==> src/rtl/seq_decoder_if.sv <==
// rtl/seq_decoder_if.sv - command/output bundle for seq_decoder; scan pins exist only with SEQ_DECODER_SCAN_EN
interface seq_decoder_if #(
    parameter int ADDR_W = 2
);
    localparam int OUT_W = 1 << ADDR_W;

    logic              in_valid;
    logic              in_ready;
    logic              en;
    logic [ADDR_W-1:0] addr;
    logic [OUT_W-1:0]  out;
    logic              out_valid;
    logic              busy;

`ifdef SEQ_DECODER_SCAN_EN
    logic              scan_start;
    logic              scan_stop;

    modport master (
        output in_valid, en, addr, scan_start, scan_stop,
        input  in_ready, out, out_valid, busy
    );

    modport slave (
        input  in_valid, en, addr, scan_start, scan_stop,
        output in_ready, out, out_valid, busy
    );
`else
    modport master (
        output in_valid, en, addr,
        input  in_ready, out, out_valid, busy
    );

    modport slave (
        input  in_valid, en, addr,
        output in_ready, out, out_valid, busy
    );
`endif
endinterface

==> src/rtl/seq_decoder.sv <==
// rtl/seq_decoder.sv - registered N-to-2^N one-hot decoder with valid/ready command; scan walker under SEQ_DECODER_SCAN_EN
module seq_decoder #(
    parameter int ADDR_W     = 2,
    parameter int SCAN_DWELL = 4
) (
    input  logic         clk,
    input  logic         reset,
    seq_decoder_if.slave bus
);
    localparam int OUT_W = 1 << ADDR_W;
    localparam logic [OUT_W-1:0] ONE_HOT_0 = OUT_W'(1);

    if (SCAN_DWELL < 1 || SCAN_DWELL > 255) begin : g_bad_dwell
        $error("SCAN_DWELL must be within 1..255");
    end

    logic             accept;
    logic [OUT_W-1:0] decode;
    logic [OUT_W-1:0] out_q;
    logic             out_valid_q;

    assign accept        = bus.in_valid && bus.in_ready;
    assign decode        = bus.en ? (ONE_HOT_0 << bus.addr) : '0;
    assign bus.out       = out_q;
    assign bus.out_valid = out_valid_q;

`ifdef SEQ_DECODER_SCAN_EN
    localparam logic [0:0] ST_IDLE = 1'b0;
    localparam logic [0:0] ST_SCAN = 1'b1;
    localparam logic [7:0] DWELL_LAST = 8'(SCAN_DWELL - 1);

    logic [0:0]        state;
    logic [ADDR_W-1:0] idx;
    logic [7:0]        dwell;
    logic              scan_go;

    // start+stop together is a no-op; scan_start alone also blocks direct accepts
    assign scan_go      = bus.scan_start && !bus.scan_stop;
    assign bus.in_ready = !reset && (state == ST_IDLE) && !bus.scan_start;
    assign bus.busy     = (state == ST_SCAN);

    // FSM, scan counters and output register; out always reflects the idx/dwell position just reached
    always_ff @(posedge clk) begin
        if (reset) begin
            state       <= ST_IDLE;
            idx         <= '0;
            dwell       <= '0;
            out_q       <= '0;
            out_valid_q <= 1'b0;
        end else begin
            out_valid_q <= accept;
            if (state == ST_IDLE) begin
                if (scan_go) begin
                    state <= ST_SCAN;
                    idx   <= '0;
                    dwell <= '0;
                    out_q <= ONE_HOT_0;
                end else if (accept) begin
                    out_q <= decode;
                end
            end else begin
                if (bus.scan_stop) begin
                    state <= ST_IDLE;
                    out_q <= '0;
                end else if (!bus.en) begin
                    // paused: blank the lines, keep position so the dwell resumes where it left off
                    out_q <= '0;
                end else if (dwell == DWELL_LAST) begin
                    dwell <= '0;
                    idx   <= idx + 1'b1;
                    out_q <= ONE_HOT_0 << (idx + 1'b1);
                end else begin
                    dwell <= dwell + 8'd1;
                    out_q <= ONE_HOT_0 << idx;
                end
            end
        end
    end
`else
    assign bus.in_ready = !reset;
    assign bus.busy     = 1'b0;

    // direct decode only: load out on accept, hold otherwise
    always_ff @(posedge clk) begin
        if (reset) begin
            out_q       <= '0;
            out_valid_q <= 1'b0;
        end else begin
            out_valid_q <= accept;
            if (accept) begin
                out_q <= decode;
            end
        end
    end
`endif
endmodule

==> src/flat_wrapper.sv <==
// flat-port wrapper written by rule: the top's interface ports become plain ports
module seq_decoder_flat 
#(
    parameter int ADDR_W     = 2,
    parameter int SCAN_DWELL = 4
)
  (clk, reset, bus_in_valid, bus_en, bus_addr, bus_in_ready, bus_out, bus_out_valid, bus_busy);
  seq_decoder_if #(.ADDR_W(ADDR_W)) bus_i ();
  input  logic clk;
  input  logic reset;
  input wire logic [$bits(bus_i.in_valid)-1:0] bus_in_valid;
  input wire logic [$bits(bus_i.en)-1:0] bus_en;
  input wire logic [$bits(bus_i.addr)-1:0] bus_addr;
  output wire logic [$bits(bus_i.in_ready)-1:0] bus_in_ready;
  output wire logic [$bits(bus_i.out)-1:0] bus_out;
  output wire logic [$bits(bus_i.out_valid)-1:0] bus_out_valid;
  output wire logic [$bits(bus_i.busy)-1:0] bus_busy;
  assign bus_i.in_valid = bus_in_valid;
  assign bus_i.en = bus_en;
  assign bus_i.addr = bus_addr;
  assign bus_in_ready = bus_i.in_ready;
  assign bus_out = bus_i.out;
  assign bus_out_valid = bus_i.out_valid;
  assign bus_busy = bus_i.busy;
  seq_decoder #(.ADDR_W(ADDR_W), .SCAN_DWELL(SCAN_DWELL)) u_core (.clk(clk), .reset(reset), .bus(bus_i));
endmodule
==> config.mk <==
export PLATFORM = sky130hd
export DESIGN_NAME = seq_decoder_flat
export DESIGN_NICKNAME = d
export VERILOG_FILES = /design/src/rtl/seq_decoder_if.sv /design/src/rtl/seq_decoder.sv /design/src/flat_wrapper.sv
export SDC_FILE = /design/constraint.sdc
export NUM_CORES = 1
export LEC_CHECK = 0
export BUFFER_PORTS_ARGS = -buffer_cell sky130_fd_sc_hd__buf_2
export CORE_AREA = 2 2 39 41
export CTS_CLUSTER_SIZE = 28
export DETAILED_ROUTE_END_ITERATION = 7
export DIE_AREA = 0 0 41 43
export GPL_TIMING_DRIVEN = 0
export MAX_ROUTING_LAYER = met4
export PLACE_DENSITY_LB_ADDON = 0.25
export SYNTH_ARGS = -nofsm -noshare
export SYNTH_HDL_FRONTEND = slang
export SYNTH_SLANG_ARGS = --single-unit
==> constraint.sdc <==
create_clock -name clk -period 0.9 [get_ports clk]
set_clock_uncertainty 0.2 [all_clocks]
set_input_delay 0.18 -clock clk [delete_from_list [all_inputs] [get_ports clk]]
set_output_delay 0.18 -clock clk [all_outputs]
set_load 0.01 [all_outputs]
==> results_dict.tcl <==
set metrics [dict create \
    status "finished, violations left" \
    violations "negative hold slack, negative setup slack" \
    numCtsBuffers 3 \
    synthTopCellsByArea "dfxtp_1 50%, nand2b_1 12%, a21oi_1 9.9%" \
    worst_path_max_delay_cell "dfxtp_2" \
    ys_seq_area_frac 0.497 \
    crit_type "flip-flop to output pin" \
    initial_core_util 0.146 \
    drtAntennaViolNets 0 \
    ir_drop_mv 0.559 \
    postSynthAreaPerCell_sq_um 9.59 \
    route.detailed.drc 0 \
    yosysTopAreaCell "dfxtp_1" \
    wl_per_cell_um 8.68 \
    synthesis.area_sq_um 201 \
    synthCells 21 \
    dpl_worst_slack_ps 19.7 \
    required_ps 520 \
    routed_wl_um 460 \
    fmax_mhz 953 \
    p_leak_uw 0.000147 \
    cts.sinks 5 \
    diodes 0 \
    grt_usage 0.0669 \
    period_minus_slack_ps 1050 \
    synth_commonest_cells "5 x dfxtp_1, 4 x a21oi_1, 4 x nand2b_1" \
    dieArea_sq_um 1760 \
    dp_hpwl_um 330 \
    synth-main-ff-cell "dfxtp_1" \
    syn-num-nets 27 \
    arrival_ps 670 \
    cp_max_fo 2 \
    yosysTopAreaCellShare 0.497 \
    rows 14 \
    ys_ff_latch 5 \
    synthArstFlopShare 0 \
    drive_gt1_frac 0.541 \
    clock-root-buffer "clkbuf_4" \
    cap_violations 0 \
    cts_tree "done" \
    cts.path.max_buffers 2 \
    placedCellCount 48 \
    overflow 0 \
    power_density_nw_per_um2 1620 \
    worstPathCellList "buf_6" \
    path_buf_inv 1 \
    endpoint_kind "output pin" \
    grt_max_degree 10 \
    slew_viol_final 0 \
    instances_no_fill 53 \
    clkLatencyLatePin_ps 240 \
    nNetsFinal 44 \
    fin_ws_ps -150 \
    synth_cell_type_count 10 \
    critPathLaunchType "flip-flop" \
    grt_pass1_wl_um 710 \
    yosys_warnings 0 \
    h-tree-depth 1 \
    min_path_type "primary input to flip-flop" \
    grt_pass1_vias 185 \
    rsz0062_at_grt "true" \
    area_delta_synth_final_pct 70.2 \
    cp_slowest_stage_delay_ps 320 \
    fin_crit_sh 1.17 \
    clkSlewWorstSetupHoldPaths_ps 50 \
    antenna_found_initial 0 \
    avgViaCountPerCell 3.70 \
    place_congestion 0.625 \
    finalHoldViolations 5 \
    num_vias 196 \
    fp.dieW_um 41 \
    synth_most_common_cell "dfxtp_1" \
    dieHeight_um 43 \
    io_buffers 11 \
    coreArea_sq_um 1380 \
    drt_pre_antenna_iters 3 \
    num_io_pins 13 \
    drt_first_iter_violations 3 \
    setup_viol 5 \
    power.total_uw 554 \
    critPathTopFamily "flip-flops" \
    synth_edf_count 0 \
    hold_ws_ps -33.2 \
]
## through the flow
| stage | area [sq um] | TNS [ps] | utilization |
|---|---|---|---|
| after global placement | 277 | 0 | 0.200 |
| final | 343 | -716 | 0.248 |
| after detailed placement | 277 | 0 | 0.200 |
| after global routing | 343 | -852 | 0.248 |
| after floorplan | 201 | 0 | - |
| after CTS | 340 | -778 | 0.246 |
## final cells by class
cell class,count,area [sq um]
Buffer,1,7.51
Clock buffer,4,26.3
Fill cell,153,1040
Inverter,1,3.75
Multi-Input combinational cell,14,90.1
Sequential cell,5,105
Tap cell,16,20.0
Timing Repair Buffer,12,90.1
## kinds of logic (layout without fill, tap and decap cells)
family	after synthesis	count (layout)	share of synthesized area
other	1	1	0.0186
and+or+nand+nor	9	9	0.329
buffers and inverters	2	18	0.0559
DFF	5	5	0.497
AOI/OAI and AO/OA	4	4	0.0994
## registers in the layout, summed over array words and instances, names as in the netlist
name,cells
u_core.bus.out_valid,1
u_core.bus.out,4
## where the power goes
| part | switching [uW] | internal (uW) |
|---|---|---|
| clock | 90.7 | 168 |
| sequential | 3.30 | 230 |
| combinational | 29.5 | 33.6 |
## cells in the final DEF (no fill, tap or decap)
master,n
inv_1,1
nand4_1,1
buf_2,6
clkbuf_4,4
dfxtp_2,4
clkbuf_1,1
dfxtp_1,1
nand4b_1,2
buf_4,2
nor2b_1,1
nand2b_1,4
a21oi_1,4
conb_1,1
buf_6,4
nand4bb_1,1
## timing repair
action	4_1_cts	5_1_grt
hold endpoints to repair	5	5
setup buffers	1	0
setup endpoints to repair	5	6
gates resized for setup	8	1
## per-layer routing
layer	global-route usage	share of wire
met2	0.0594	0.34
met5	-	0
met3	0.0471	0.11
met4	0.0600	0
met1	0.0900	0.55
## final timing paths
kind	cells past startpoint	slack (ps)	end	from
worst min register to register	2	270	u_core.bus.out[2]	u_core.bus.out[2]
worst min-delay path	2	-30	u_core.bus.out[1]	reset
worst max register to register	3	40	u_core.bus.out[1]	u_core.bus.out[1]
worst max-delay path	1	-150	bus_out[0]	u_core.bus.out[0]
Note: power is estimated with default switching activity, not from simulation.
